<file path="src/rtl/dst_addr_pipe.sv">
// dst_addr_pipe: picks the write-register address of the D-stage instruction
// from NUM_IN candidates. It then carries that address with its Tnew down a
// DEPTH-stage pipeline (E/M/W).
// It also compares a source-register query against every in-flight stage.
// The results are forwarding-hit and stall-request signals for the hazard unit.
// Optional feature macro: DST_HAZARD_DETECT_EN.
// When it is defined, the comparators drive fwd_hit and stall_req.
// When it is undefined, both outputs are tied to 0 and the query inputs are ignored.
module dst_addr_pipe #(
    parameter int WIDTH  = 5,
    parameter int NUM_IN = 4,
    parameter int SEL_W  = 2,
    parameter int DEPTH  = 3,
    parameter int TW     = 2
) (
    input  logic                    clk,
    input  logic                    reset,
    input  logic [NUM_IN*WIDTH-1:0] in_addr,
    input  logic [SEL_W-1:0]        sel,
    input  logic                    wr_en,
    input  logic [TW-1:0]           tnew_in,
    input  logic                    stall,
    input  logic                    flush,
    output logic [DEPTH*WIDTH-1:0]  stage_addr,
    output logic [DEPTH*TW-1:0]     stage_tnew,
    input  logic [WIDTH-1:0]        qry_addr,
    input  logic [TW-1:0]           qry_tuse,
    output logic [DEPTH-1:0]        fwd_hit,
    output logic                    stall_req
);

    logic [WIDTH-1:0] addr_q [DEPTH];
    logic [WIDTH-1:0] addr_d [DEPTH];
    logic [TW-1:0]    tnew_q [DEPTH];
    logic [TW-1:0]    tnew_d [DEPTH];
    logic [WIDTH-1:0] mux_addr;

    // Tnew counts down by one per stage and stops at 0.
    function automatic logic [TW-1:0] dec_sat(input logic [TW-1:0] t);
        return (t == '0) ? '0 : t - TW'(1);
    endfunction

    // Candidate select. An out-of-range sel or a non-writing instruction yields address 0, which means "no write".
    always_comb begin
        mux_addr = '0;
        for (int i = 0; i < NUM_IN; i++) begin
            if (wr_en && (sel == SEL_W'(i))) begin
                mux_addr = in_addr[i*WIDTH +: WIDTH];
            end
        end
    end

    // Next-state rules per stage. Flush beats stall at stage 0; either one bubbles stage 1; later stages always advance.
    always_comb begin
        for (int k = 0; k < DEPTH; k++) begin
            addr_d[k] = addr_q[k];
            tnew_d[k] = tnew_q[k];
        end

        if (flush) begin
            addr_d[0] = '0;
            tnew_d[0] = '0;
        end else if (!stall) begin
            addr_d[0] = mux_addr;
            tnew_d[0] = tnew_in;
        end

        if (stall || flush) begin
            addr_d[1] = '0;
            tnew_d[1] = '0;
        end else begin
            addr_d[1] = addr_q[0];
            tnew_d[1] = dec_sat(tnew_q[0]);
        end

        for (int k = 2; k < DEPTH; k++) begin
            addr_d[k] = addr_q[k-1];
            tnew_d[k] = dec_sat(tnew_q[k-1]);
        end
    end

    // Stage registers. These clear immediately when reset goes low, discarding any in-flight addresses.
    always_ff @(posedge clk or negedge reset) begin
        if (!reset) begin
            for (int k = 0; k < DEPTH; k++) begin
                addr_q[k] <= '0;
                tnew_q[k] <= '0;
            end
        end else begin
            for (int k = 0; k < DEPTH; k++) begin
                addr_q[k] <= addr_d[k];
                tnew_q[k] <= tnew_d[k];
            end
        end
    end

    // Flatten the stage registers onto the packed output buses.
    always_comb begin
        stage_addr = '0;
        stage_tnew = '0;
        for (int k = 0; k < DEPTH; k++) begin
            stage_addr[k*WIDTH +: WIDTH] = addr_q[k];
            stage_tnew[k*TW +: TW]       = tnew_q[k];
        end
    end

`ifdef DST_HAZARD_DETECT_EN
    logic hit_found;

    // Hazard check. Any matching stage that is still too young requests a stall.
    // Only the youngest match may forward, and only once its Tnew has reached 0.
    always_comb begin
        fwd_hit   = '0;
        stall_req = 1'b0;
        hit_found = 1'b0;
        for (int k = 0; k < DEPTH; k++) begin
            if ((qry_addr != '0) && (addr_q[k] == qry_addr)) begin
                if (tnew_q[k] > qry_tuse) begin
                    stall_req = 1'b1;
                end
                if (!hit_found) begin
                    hit_found = 1'b1;
                    if (tnew_q[k] == '0) begin
                        fwd_hit[k] = 1'b1;
                    end
                end
            end
        end
    end
`else
    logic unused_qry;

    // Without the hazard comparators, the outputs stay quiet and the query is not used.
    assign unused_qry = ^{qry_addr, qry_tuse};
    assign fwd_hit    = '0;
    assign stall_req  = 1'b0;
`endif

endmodule

</file>
<file path="config.mk">
export PLATFORM = sky130hd
export DESIGN_NAME = dst_addr_pipe
export DESIGN_NICKNAME = d
export VERILOG_FILES = /design/src/rtl/dst_addr_pipe.sv
export SDC_FILE = /design/constraint.sdc
export NUM_CORES = 1
export LEC_CHECK = 0
export BUFFER_PORTS_ARGS = -buffer_cell sky130_fd_sc_hd__clkbuf_2
export CORE_MARGIN = 8
export CORE_UTILIZATION = 40
export DETAILED_ROUTE_END_ITERATION = 10
export PLACE_DENSITY = 0.78
export SLEW_MARGIN = 20
export SYNTH_ARGS = -nofsm -noshare
export SYNTH_HDL_FRONTEND = slang
export SYNTH_SLANG_ARGS = --single-unit
</file>
<file path="constraint.sdc">
create_clock -name clk -period 0.9 [get_ports clk]
set_input_delay 0.09 -clock clk [delete_from_list [all_inputs] [get_ports clk]]
set_output_delay 0.09 -clock clk [all_outputs]
set_load 0.05 [all_outputs]
</file>
==> impl_metrics.csv <==
group,metric,value,unit
placed_design,routabilityCongestion,0.715,
synth,ys_seq_elements,21,
route,drtPass1Iterations,4,
timing,finalHoldViolations,0,
min_path,hold_class,"input pin to register",
synth,async_flop_share,100,%
worst_setup_path,arrival,910,ps
route,wirelength,2510,um
worst_setup_path,path_cells,"buf_8",
route,via_per_inst,4.79,
timing,finalCriticalPeriod,999,ps
timing,tightest_slew,511,ps
timing,setup_ws,-99.2,ps
route,vias,695,
cts,root_buffer,"clkbuf_4",
power_and_ir_drop,max-vdd-ir-drop,766,uV
route,route.detailed.drc,0,
layout,diodes,0,
worst_setup_path,cp_top_family,"flip-flops",
floorplan,die-area,3950,sq um
placed_design,dp_hpwl,1680,um
worst_setup_path,cp-end-kind,"output pin",
route,wl_per_cell,17.3,um
layout,layout.nets,154,
synth,synth_top_family_by_area,"multiplexers",
floorplan,rows,17,
synth,synthSimpleGateAreaFrac,8.84,%
placed_design,placed_area,1120,sq um
layout,fillers,154,
timing,maxSlewViolCount,0,
synth,synth_xor_area_share,0,%
worst_setup_path,cp-start-kind,"register",
timing,rsz0062_at_grt,"yes",
synth,synth_mux_area_share,15.1,%
run_status,run_status,"finished, violations left",
global_routing,grt_usage,11.9,%
timing,setup_viol,22,
layout,regArea,531,sq um
worst_setup_path,cp_num_buf_inv,1,
global_routing,grt_pass1_vias,794,
cts,htree_levels,1,
power_and_ir_drop,power_density,1280,nW/um^2
route,ant_nets,0,
worst_setup_path,cp_slowest_cell,"dfrtp_2",
global_routing,grt_max_degree,22,
layout,layout_commonest_cell,"clkbuf_2",
synth,synth_ff_type,"dfrtp_1",
placed_design,portBuffers,49,
global_routing,grt_remaining_overflow,0,
worst_setup_path,rrSetupSlack,0,ps
synth,synthAdderAreaFrac,0,%
layout,final_cell_mix,"clkbuf_2 (28), buf_8 (21), dfrtp_1 (17)",
layout,syn_to_final_growth,66.2,%
floorplan,die_h,62.8,um
job,timing.max_cap.violations,0,
timing,skew,5.50,ps
layout,drive_gt1_share,64.1,%
timing,maxSlewHeadroom,65.9,%
cts,insertion_delay,300,ps
worst_setup_path,critical_path_class,"register to output pin",
global_routing,antenna_found_initial,0,
timing,timing.fmax,1000,MHz
worst_setup_path,cp.required,810,ps
timing,setup_tns,-1600,ps
floorplan,core_area,2150,sq um
global_routing,grt_pass1_wl,3780,um
synth,synth-compound-area-share,5.71,%
timing,fin_crit_sh,111,%
synth,synth_cells,59,
cts,cts_tree,"yes",
floorplan,start_util,40.8,%
synth,synth_cell_types,15,
floorplan,dieWidth,62.8,um
synth,ys_seq_area_share,59.9,%
synth,ys_warn_count,0,
synth,synth_edf_count,0,
route,drt-initial-drc-count,10,
synth,syn_area,877,sq um
floorplan,ios,61,
cts,clk_pin_slew,120,ps
worst_setup_path,cpPeakStageDelay,450,ps
worst_setup_path,path_max_fanout,2,
cts,clock-sinks,21,
power_and_ir_drop,p_leak,0.753,nW
layout,multi_input_area,292,sq um
synth,avgSynthCellArea,14.9,sq um
cts,clockBufferDepth,2,
cts,cts_made_buffers,3,
run_status,violations,"setup timing",
layout,post-route-cell-area,1460,sq um
==> cells in the mapped netlist, types with 2 or more instances <==
library cell	count	share of area (%)
a32o_1	5	5.7
and2_1	6	4.3
buf_4	9	7.7
dfrtp_1	21	60
mux2i_1	2	2.3
mux4_2	5	13
nor2_1	3	1.3
==> cell families after synthesis <==
kind of cell,Yosys count
mux,7
compound gates,5
flops,21
simple gates,13
buf+inv,12
other cells,1
==> through the flow <==
stage                     setup WS (ps)  power [mW]  hold WS (ps)  instances  utilization [%]
after floorplan                   -87.3        1.23          -206         62                -
after global placement             -213        1.33          61.6        132             52.1
after detailed placement           -252        1.33          76.4        132             52.1
after CTS                          -120        1.85          22.8        145             65.6
after global routing               -148        1.96          30.7        145             67.9
final                             -99.2        1.87          23.9        145             67.9
==> registers in the layout (all words and copies together) (netlist names) <==
name	cells
stage_addr	15
stage_tnew	6
==> routing by layer <==
| layer | share of wire, % | track usage (%) | vias to the layer above |
|---|---|---|---|
| li1 | - | - | 316 |
| met1 | 38 | 11.4 | 331 |
| met2 | 52 | 21.2 | 46 |
| met3 | 9.7 | 6.09 | 2 |
| met4 | 0.32 | 4.27 | 0 |
| met5 | 0 | 0 | - |
==> final timing paths <==
path | start | endpoint | cells past startpoint
max in group asynchronous | reset | stage_addr[4]$_DFFE_PN0P_ | 2
max | stage_tnew[1]$_DFFE_PN0P_ | stage_tnew[1] | 1
min in group asynchronous | reset | stage_addr[12]$_DFF_PN0_ | 2
min reg2reg | stage_addr[8]$_DFF_PN0_ | stage_addr[13]$_DFF_PN0_ | 0
min | tnew_in[1] | stage_tnew[1]$_DFFE_PN0P_ | 3
max reg2reg | stage_addr[1]$_DFFE_PN0P_ | stage_addr[1]$_DFFE_PN0P_ | 2
==> where the power goes <==
part           switching (mW)  total, mW  internal [mW]
clock network           0.286      0.452          0.166
logic                   0.225      0.423          0.197
registers              0.0243      0.993          0.968
==> what timing repair did <==
item,4_1_cts,5_1_grt
endpoints found under the hold margin,22,0
setup buffers,7,1
gates resized for setup,43,26
hold buffers,2,0
endpoints found under the setup margin,21,23
pin swaps,0,1
==> cell type report <==
class,count,share of cell area [%]
clock inverters,1,0.343
repair buffers,62,39.1
well taps,28,2.40
inverters,1,0.258
clock buffers,3,1.55
flip-flops and latches,21,36.4
multi-input cells,29,20.0
No activity file was read; power rests on OpenSTA's default activity.
